### config.mk
export PLATFORM = sky130hd
export DESIGN_NAME = id_ex_pipe_reg
export DESIGN_NICKNAME = d
export VERILOG_FILES = /design/src/rtl/mips_pipe_pkg.sv /design/src/rtl/pipe_skid_buf.sv /design/src/rtl/id_ex_pipe_reg.sv
export SDC_FILE = /design/constraint.sdc
export NUM_CORES = 1
export LEC_CHECK = 0
export ABC_AREA = 1
export BUFFER_PORTS_ARGS = -buffer_cell sky130_fd_sc_hd__clkbuf_2
export CAP_MARGIN = 20
export CORE_MARGIN = 4
export CORE_UTILIZATION = 35
export DETAILED_ROUTE_END_ITERATION = 10
export SYNTH_ARGS = -nofsm -noshare
export SYNTH_HDL_FRONTEND = slang
export SYNTH_SLANG_ARGS = --single-unit
### constraint.sdc
create_clock -name clock -period 2.5 [get_ports clock]
set_clock_uncertainty 0.15 [all_clocks]
set_input_delay 0.375 -clock clock [delete_from_list [all_inputs] [get_ports clock]]
set_output_delay 0.375 -clock clock [all_outputs]
set_load 0.01 [all_outputs]
### src/rtl/mips_pipe_pkg.sv
// Shared definitions for the MIPS pipeline stage registers: default widths,
// the ID/EX payload layout and a helper for sizing flattened payloads.
package mips_pipe_pkg;

  localparam int unsigned DEF_DATA_W  = 8;
  localparam int unsigned DEF_REG_AW  = 3;
  localparam int unsigned DEF_NUM_SRC = 1;

  // Field order here is the bit order used whenever a payload is flattened.
  typedef struct packed {
    logic [DEF_DATA_W-1:0]             rd_data;
    logic [DEF_NUM_SRC*DEF_REG_AW-1:0] rs;
    logic [DEF_REG_AW-1:0]             rd;
    logic                              reg_write;
    logic                              alu_src;
  } id_ex_payload_t;

  localparam int unsigned ID_EX_PAY_W = $bits(id_ex_payload_t);

  function automatic int unsigned id_ex_pay_w(input int unsigned data_w,
                                              input int unsigned reg_aw,
                                              input int unsigned num_src);
    return data_w + num_src * reg_aw + reg_aw + 2;
  endfunction

endpackage

### src/rtl/pipe_skid_buf.sv
// Payload-agnostic two-entry valid/ready buffer with flush; in_ready depends
// only on registered state, so it breaks the ready path between stages.
module pipe_skid_buf #(
  parameter int unsigned W = 8
) (
  input  logic         clock,
  input  logic         reset,
  input  logic         flush,
  input  logic         in_valid,
  output logic         in_ready,
  input  logic [W-1:0] in_data,
  output logic         out_valid,
  input  logic         out_ready,
  output logic [W-1:0] out_data,
  output logic [1:0]   occupancy
);

  logic         main_valid;
  logic [W-1:0] main_data;
  logic         skid_valid;
  logic [W-1:0] skid_data;
  logic         in_fire;
  logic         head_free;

  assign in_ready  = reset & ~skid_valid;
  assign out_valid = main_valid;
  assign out_data  = main_data;
  assign occupancy = 2'(main_valid) + 2'(skid_valid);

  assign in_fire   = in_valid & in_ready;
  // Head is either empty or being consumed this cycle.
  assign head_free = ~main_valid | out_ready;

  always_ff @(posedge clock) begin
    if (!reset) begin
      main_valid <= 1'b0;
      main_data  <= '0;
      skid_valid <= 1'b0;
      skid_data  <= '0;
    end else if (flush) begin
      main_valid <= 1'b0;
      skid_valid <= 1'b0;
    end else if (head_free) begin
      if (skid_valid) begin
        // in_ready is low while skid is full, so no new entry competes here.
        main_valid <= 1'b1;
        main_data  <= skid_data;
        skid_valid <= 1'b0;
      end else if (in_fire) begin
        main_valid <= 1'b1;
        main_data  <= in_data;
      end else begin
        main_valid <= 1'b0;
      end
    end else if (in_fire) begin
      skid_valid <= 1'b1;
      skid_data  <= in_data;
    end
  end

endmodule

### src/rtl/id_ex_pipe_reg.sv
// ID/EX pipeline register: valid/ready stage with stall, flush and optional
// two-entry skid buffer carrying decoded data, register indices and controls.
module id_ex_pipe_reg
  import mips_pipe_pkg::*;
#(
  parameter int unsigned DATA_W  = DEF_DATA_W,
  parameter int unsigned REG_AW  = DEF_REG_AW,
  parameter int unsigned NUM_SRC = DEF_NUM_SRC,
  parameter int unsigned SKID    = 1
) (
  input  logic                      clock,
  input  logic                      reset,
  input  logic                      flush,
  input  logic                      in_valid,
  output logic                      in_ready,
  input  logic [DATA_W-1:0]         in_rd_data,
  input  logic [NUM_SRC*REG_AW-1:0] in_rs,
  input  logic [REG_AW-1:0]         in_rd,
  input  logic                      in_reg_write,
  input  logic                      in_alu_src,
  output logic                      out_valid,
  input  logic                      out_ready,
  output logic [DATA_W-1:0]         out_rd_data,
  output logic [NUM_SRC*REG_AW-1:0] out_rs,
  output logic [REG_AW-1:0]         out_rd,
  output logic                      out_reg_write,
  output logic                      out_alu_src,
  output logic [1:0]                occupancy
);

  localparam int unsigned PAY_W = id_ex_pay_w(DATA_W, REG_AW, NUM_SRC);

  logic [PAY_W-1:0] in_pay;
  logic [PAY_W-1:0] out_pay;
  logic             head_reg_write;

  // Same field order as id_ex_payload_t, scaled to this instance's widths.
  assign in_pay = {in_rd_data, in_rs, in_rd, in_reg_write, in_alu_src};
  assign {out_rd_data, out_rs, out_rd, head_reg_write, out_alu_src} = out_pay;

  // A bubble, including a flushed stale payload, never writes the register file.
  assign out_reg_write = head_reg_write & out_valid;

  generate
    if (SKID != 0) begin : g_skid
      pipe_skid_buf #(
        .W (PAY_W)
      ) u_buf (
        .clock     (clock),
        .reset     (reset),
        .flush     (flush),
        .in_valid  (in_valid),
        .in_ready  (in_ready),
        .in_data   (in_pay),
        .out_valid (out_valid),
        .out_ready (out_ready),
        .out_data  (out_pay),
        .occupancy (occupancy)
      );
    end else begin : g_single
      logic             ent_valid;
      logic [PAY_W-1:0] ent_data;

      // Accept when empty or when the held entry leaves this cycle.
      assign in_ready  = reset & (~ent_valid | out_ready);
      assign out_valid = ent_valid;
      assign out_pay   = ent_data;
      assign occupancy = 2'(ent_valid);

      always_ff @(posedge clock) begin
        if (!reset) begin
          ent_valid <= 1'b0;
          ent_data  <= '0;
        end else if (flush) begin
          ent_valid <= 1'b0;
        end else if (in_valid & in_ready) begin
          ent_valid <= 1'b1;
          ent_data  <= in_pay;
        end else if (out_ready) begin
          ent_valid <= 1'b0;
        end
      end
    end
  endgenerate

endmodule

After elaboration in Yosys (flattened, before gate mapping). Index checks and enable logic that the tools add are counted.

Bits in registers: 34. Input bits: 21. Output and inout bits: 20. Logic and storage cells: 23.

$add $sub $neg: 1. Muxes and demuxes: 4. Bitwise logic cells: 9. Reductions and logical operators: 5.

Operators with widths (count): $mux W16 (2); $reduce_and A3 Y1 (2); $not A1 Y1 (5); $and A1 B1 Y1 (3); $reduce_or A3 Y1 (1); $add A1 B1 Y2 (1); $mux W1 (2); $reduce_bool A2 Y1 (1); $reduce_or A2 Y1 (1); $or A1 B1 Y1 (1).

Longest topological paths before layout. Gate-level depths: netlist of run 1.

Word-level depth: 5. Gate-level depth with buffers: 8. Depth with buffers taken out: 6.

Modules after synthesis. From an unflattened synthesis of run 1, not the netlist that was laid out.

Cells, all modules: 279. Area total of the unflattened synthesis: 1821.7 um2.

Modules (own cells, without submodules): pipe_skid_buf (times used 1, cells an instance 277, area an instance 1814.2 um2, seq. area each 680.7 um2); id_ex_pipe_reg (times used 1, cells an instance 2, area an instance 7.5 um2, seq. area each 0.0 um2).

Worst setup path before layout of run 1. Ideal clock, no wire load.

Kind: input -> register. From: in out_ready. To: reg g_skid.u_buf.main_data[0] (netlist: g_skid.u_buf.out_data[0]). Setup time: 0.113 ns. Data arrival time: 1.034 ns. Required time: 2.237 ns. Path slack: 1.204 ns. Cell stages on the path: 6. Buffers on the path: 1. Cell sequence: inv_1 > a21oi_2 > buf_2 > nand3_1 > nand2_1 > nor2_1.

Cells in the longest elaborated chain, start to end: 2.

Ends and longest elaborated chain: start, declared (line id_ex_pipe_reg.sv:22) `input logic out_ready,`; $or A1 B1 Y1 (line pipe_skid_buf.sv:32) `assign head_free = ~main_valid | out_ready;`; $reduce_and A3 Y1 (no source line); end signal, assigned (line pipe_skid_buf.sv:47) `main_data <= skid_data;`; end signal, assigned (line pipe_skid_buf.sv:51) `main_data <= in_data;`; end, declared (line pipe_skid_buf.sv:19) `logic [W-1:0] main_data;`.

No other way between the ends. A chain may end at the register's enable or synchronous reset.

Worst setup path in the final report of run 1.
From: reg g_skid.u_buf.skid_valid. To: out occupancy[0].

Cells in the longest elaborated chain, start to end: 1.

Ends and longest elaborated chain: start, declared (line pipe_skid_buf.sv:20) `logic skid_valid;`; start signal, assigned (line pipe_skid_buf.sv:38) `skid_valid <= 1'b0;`; start signal, assigned (line pipe_skid_buf.sv:42) `skid_valid <= 1'b0;`; start signal, assigned (line pipe_skid_buf.sv:48) `skid_valid <= 1'b0;`; $add A1 B1 Y2 (line pipe_skid_buf.sv:28) `assign occupancy = 2'(main_valid) + 2'(skid_valid);`; end, declared (line id_ex_pipe_reg.sv:28) `output logic [1:0] occupancy`.

No other way between the ends.

==> results of run 1 <==
tightest hold or removal path, cell delays in order:
cell and delay [ns]:
clkbuf_2 0.08, inv_1 0.06, nand2_1 0.05, nand2_1 0.05, nor2_1 0.03
cell type report:
cell class | count | area [sq um] | area share, %
inverter | 38 | 143 | 7.16
timing repair buffer | 43 | 223 | 11.2
multi-input combinational | 191 | 787 | 39.5
tap | 67 | 83.8 | 4.21
sequential | 34 | 681 | 34.1
clock buffer | 7 | 76.3 | 3.83
kinds of logic (layout without fill, tap and decap cells):
| kind of cell | after synthesis | in the layout | share of synthesized area, % |
|---|---|---|---|
| DFF | 34 | 34 | 37.4 |
| AOI/OAI and AO/OA | 4 | 4 | 1.65 |
| and+or+nand+nor | 186 | 186 | 40.9 |
| buffers and inverters | 66 | 88 | 19.4 |
| adders and majority gates | 1 | 1 | 0.687 |
synth_stat cells:
| master | count |
|---|---|
| nor2_4 | 2 |
| a21oi_2 | 2 |
| nand2_2 | 1 |
| inv_2 | 1 |
| buf_2 | 4 |
| buf_1 | 3 |
| nor2_1 | 98 |
| ha_1 | 1 |
| nor3_1 | 1 |
| dfxtp_1 | 34 |
| buf_6 | 6 |
| buf_4 | 15 |
| nand3_2 | 1 |
| a21oi_1 | 1 |
| nand3_1 | 17 |
| inv_1 | 37 |
| nand2_1 | 66 |
| a21o_1 | 1 |
flip-flops by register name, summed over array words and instances (netlist names):
signal	count
g_skid.u_buf.out_data	16
g_skid.u_buf.skid_data	16
g_skid.u_buf.out_valid	1
g_skid.u_buf.skid_valid	1
stage by stage:
step / power [mW] / std cells / hold slack, ns / util (%) / instance area (sq um)
after floorplan: 0.677 / 291 / 0.304 / - / 1820
after CTS: 1.09 / 380 / 0.239 / 40.8 / 1990
after detailed placement: 0.707 / 373 / 0.321 / 39.3 / 1920
after global placement: 0.706 / 373 / 0.311 / 39.3 / 1920
final: 1.07 / 380 / 0.247 / 40.8 / 1990
after global routing: 1.13 / 380 / 0.254 / 40.8 / 1990
layer usage:
layer,up-vias,GRT usage [%],wire (microns)
li1,880,-,-
met3,6,4.04,207
met5,-,0,0
met2,36,20.9,1660
met4,0,4.56,41
met1,690,16.0,1810
path summary, 6_finish.rpt:
check / startpoint / end
max: g_skid.u_buf.skid_valid / occupancy[0]
min: in_rd_data[7] / g_skid.u_buf.skid_data[15]
max reg2reg: g_skid.u_buf.skid_valid / g_skid.u_buf.out_data[12]
min reg2reg: g_skid.u_buf.out_data[10] / g_skid.u_buf.out_data[10]
power by group:
group / switching, mW / total (mW) / internal (mW)
clock: 0.184 / 0.376 / 0.192
combinational: 0.0769 / 0.127 / 0.0499
sequential: 0.00864 / 0.566 / 0.557
==> impl_metrics.yaml, run 1 <==
status:
  status: "finished clean"
clock_network:
  cts.repair.resized: 0
  cts_buffer_depth: 2
  cts_tree: "yes"
  cts_root_buf: "clkbuf_8"
  cts_hold_buf: 0
  clk_pin_slew_worst_paths_ns: 0.06
  cts.sinks: 34
  postCtsSetupBuffers: 0
  clk_latency_ns: 0.28
  cts-htree-levels: 2
  numCtsBuffers: 5
setup_path:
  path_cells: "ha_1 -> clkbuf_2"
  end_kind: "primary output"
  required_ns: 1.98
  slowest_delay_ns: 0.71
  start_kind: "flip-flop"
  arrival_ns: 1.46
  critPathKind: "reg -> out"
  path_buf_inv: 1
  crit_slowest_cell: "dfxtp_1"
  critical-path-top-delay-family: "flip-flops"
  reg2reg_depth: 4
  rrSetupSlack_ns: 0.73
  cp_max_fo: 18
  cp.depth: 2
floorplanning:
  row_count: 25
  die-height_microns: 80.1
  core-area_sq_mm: 0.00488
  start_util_pct: 37.3
  dieArea_sq_mm: 0.00642
  die_w_microns: 80.1
  ios: 41
place:
  port_buffers: 40
  dpl.hpwl_mm: 2.61
  place_ws_ns: 0.749
  gp_congestion: 0.722
timing:
  period_needed_ns: 1.98
  layout_setup_ws_ns: 0.516
  worst_pin_slew_ns: 0.663
  fin_crit_sh_pct: 79.3
  finalSetupViolCount: 0
  rsz0062_at_grt: "no"
  finalSetupTns_ns: 0
  max_freq_mhz: 504
  relSlewSlack_pct: 55.7
  final-hold-violation-count: 0
  maxSlewViolCount: 0
yosys:
  synth_area_sq_mm: 0.00182
  syn_nets: 313
  yosysUniqueCellTypes: 18
  yosys.area.top_type: "dfxtp_1"
  synth-seq-area-share_pct: 37.4
  synth.area.top_cells: "dfxtp_1, nor2_1, nand2_1"
  ys_ff_latch: 34
  synth_top_area_share_pct: 37.4
  netlist_instances: 291
  syn_area_per_cell_sq_um: 6.26
  yosysWarnings: 0
global_routing:
  antenna_found_initial: 0
  grt_pass1_vias: 1471
  grt_pass1_wl_mm: 6.49
  grt_use_total_pct: 12.9
  grt_overflow_total: 0
  grt_max_degree: 33
power_and_ir_drop:
  leakage_nw: 1.12
  ir_drop_v: 0.000200
  powerDensity_mw_per_mm2: 536
flow_run:
  cap_viol_max_count: 0
detailed_routing:
  drt_iter0_markers: 93
  drt_pass1_iterations: 4
  dr_total_vias: 1612
  drt_wl_total_mm: 3.71
  ant_nets: 0
  drc: 0
  wl_per_cell_microns: 9.77
  viasPerCell: 4.24
final_layout:
  insertedDiodeCount: 0
  layout_common_cells: "nor2_1, nand2_1, clkbuf_2"
  area_growth_pct: 9.41
  fillers: 593
  drive_gt1_share_pct: 17.6
  final_common_cell: "nor2_1"
  num-nets-final: 335
hold_path:
  min_path_type: "in -> reg"
  whs_path_depth: 5
Note: power is estimated with default switching activity, not from simulation.
==> inputs of run 2 (changes only) <==
--- a/config.mk
+++ b/config.mk
@@ -5,7 +5,7 @@
 export SDC_FILE = /design/constraint.sdc
 export NUM_CORES = 1
 export LEC_CHECK = 0
-export ABC_AREA = 1
+export ABC_AREA = 0
 export BUFFER_PORTS_ARGS = -buffer_cell sky130_fd_sc_hd__clkbuf_2
 export CAP_MARGIN = 20
 export CORE_MARGIN = 4
==> constraint.sdc (replaced) <==
create_clock -name clock -period 1.9 [get_ports clock]
set_clock_uncertainty 0.15 [all_clocks]
set_input_delay 0.285 -clock clock [delete_from_list [all_inputs] [get_ports clock]]
set_output_delay 0.285 -clock clock [all_outputs]
set_load 0.01 [all_outputs]
==> run 2 against run 1 <==
Compared with the run above:
- flip-flop and latch count stayed put
- synthesized cell count is 36% lower
- synthesized area is 9.1% lower
- sequential power is 30% higher
- register-to-register slack worse by 0.35 ns
- critical endpoint unchanged
- highest routed layer unchanged
==> impl_metrics.yaml, run 2 <==
yosys:
  synthSimpleGateAreaFrac_pct: 19.7
  synthAdderAreaFrac_pct: 0.756
  synth_compound_area_share_pct: 5.82
  muxShareOfSynthArea_pct: 20.6
  synth.area.top_cells: "dfxtp_1, nand2_1, mux2i_1"
  synth_top_family_by_area: "multiplexers"
  yosysUniqueCellTypes: 24
  synth_common_cells: "nand2_1, dfxtp_1, buf_4, mux2i_1, o21ai_1"
  ys_ff_latch: 34
  synth_edf_count: 0
  synth_area_sq_mm: 0.00166
  yosysWarnings: 0
  synth_top_area_share_pct: 41.1
  synth_ff_type: "dfxtp_1"
  synthArstFlopShare_pct: 0
  syn_nets: 209
  synthXorXnorAreaFrac_pct: 0
  netlist_instances: 187
  yosysMostFrequentCell: "nand2_1"
  syn_area_per_cell_sq_um: 8.85
  yosys.area.top_type: "dfxtp_1"
  synth-seq-area-share_pct: 41.1
power_and_ir_drop:
  powerDensity_mw_per_mm2: 756
  leakage_nw: 0.880
  clkPwrFrac_pct: 38.5
  power.switching_mw: 0.334
  ir_drop_v: 0.000236
  switching_share_pct: 23.6
  p_int_mw: 1.08
  p_comb_share_pct: 9.5
  power_frac_seq_pct: 52.0
detailed_routing:
  drt_iter0_markers: 92
  drt_wl_total_mm: 3.25
  dr_total_vias: 1276
  drt_pass1_iterations: 4
  ant_nets: 0
  wl_per_cell_microns: 12.2
  drc: 0
  viasPerCell: 4.80
global_routing:
  grt_overflow_total: 0
  grt_use_total_pct: 11.8
  grt_max_degree: 29
  antenna_found_initial: 0
  grt_pass1_vias: 1255
  grt_pass1_wl_mm: 5.69
floorplanning:
  ios: 41
  row_count: 24
  start_util_pct: 37.0
  dieArea_sq_mm: 0.00589
  die-height_microns: 76.8
  die_w_microns: 76.8
  core-area_sq_mm: 0.00447
final_layout:
  drive_gt1_share_pct: 28.5
  insertedDiodeCount: 0
  area_growth_pct: 13.2
  num-nets-final: 235
  layout_common_cells: "nand2_1, clkbuf_2, dfxtp_1"
  final_common_cell: "nand2_1"
setup_path:
  cp_max_fo: 8
  end_kind: "primary output"
  critPathKind: "reg -> out"
  start_kind: "flip-flop"
  arrival_ns: 1.17
  required_ns: 1.46
clock_network:
  cts_root_buf: "clkbuf_8"
  cts.sinks: 34
  numCtsBuffers: 5
  clk_latency_ns: 0.28
  postCtsSetupBuffers: 0
  cts.repair.resized: 0
  clk_pin_slew_worst_paths_ns: 0.07
  cts_tree: "yes"
  cts_buffer_depth: 2
  cts_hold_buf: 0
  cts-htree-levels: 2
flow_run:
  cap_viol_max_count: 0
timing:
  layout_setup_ws_ns: 0.291
  final-hold-violation-count: 0
  finalSetupTns_ns: 0
  max_freq_mhz: 621
  worst_pin_slew_ns: 0.279
  maxSlewViolCount: 0
  relSlewSlack_pct: 81.4
  rsz0062_at_grt: "no"
  finalSetupViolCount: 0
  period_needed_ns: 1.61
  fin_crit_sh_pct: 84.7
status:
  status: "finished clean"
place:
  place_ws_ns: 0.393
  port_buffers: 40
  dpl.hpwl_mm: 2.29
  gp_congestion: 0.727
hold_path:
  min_path_type: "in -> reg"
-- run 2: per-stage QoR --
stage               hold slack [ns]  util (%)  total power, mW  instance area [sq um]  instances
finish                       0.0363      41.9             1.42                   1870        266
global route                 0.0349      41.9             1.49                   1870        266
CTS                          0.0318      41.9             1.43                   1870        266
detailed placement            0.288      39.8            0.889                   1780        258
global placement              0.284      39.8            0.888                   1780        258
floorplan                     0.211         -            0.851                   1660        187
-- run 2: cells by family (layout without fill, tap and decap cells) --
group / after synthesis / count (layout)
simple gates: 73 / 73
flops: 34 / 34
mux: 32 / 32
buf+inv: 29 / 56
compound gates: 18 / 18
fa+ha+maj: 1 / 1
-- run 2: power by group through the flow --
stage	Sequential, mW	Clock, mW	Combinational [mW]
after detailed placement	0.753	0	0.136
after CTS	0.736	0.560	0.137
after global placement	0.753	0	0.135
after floorplan	0.752	0	0.0991
final	0.736	0.545	0.134
after global routing	0.738	0.596	0.151
-- run 2: final timing paths --
path,start,to,slack (ns),cells past startpoint
setup / recovery,g_skid.u_buf.skid_valid,occupancy[0],0.29,2
setup reg to reg,g_skid.u_buf.skid_valid,g_skid.u_buf.out_data[13],0.38,4
hold reg to reg,g_skid.u_buf.skid_data[11],g_skid.u_buf.skid_data[11],0.29,2
hold / removal,flush,g_skid.u_buf.out_valid,0.04,2
-- run 2: per-layer routing --
metal / GRT usage (%) / vias up / share of wire (%)
li1: - / 661 / -
met1: 14.0 / 582 / 48
met2: 19.2 / 27 / 44
met3: 4.10 / 6 / 5.3
met4: 5.43 / 0 / 2.0
met5: 0 / - / 0
-- run 2: critical path, stage by stage, from the launching register on --
cell and delay (ns):
dfxtp_1 0.48, ha_1 0.29, clkbuf_2 0.13
-- run 2: area by class of cell --
| cell class | instances | area [sq um] |
|---|---|---|
| fill | 469 | 2600 |
| multi-input combinational | 124 | 776 |
| sequential | 34 | 681 |
| timing repair buffer | 48 | 260 |
| clock buffer | 7 | 86.3 |
| tap | 52 | 65.1 |
| clock inverter | 1 | 5.00 |
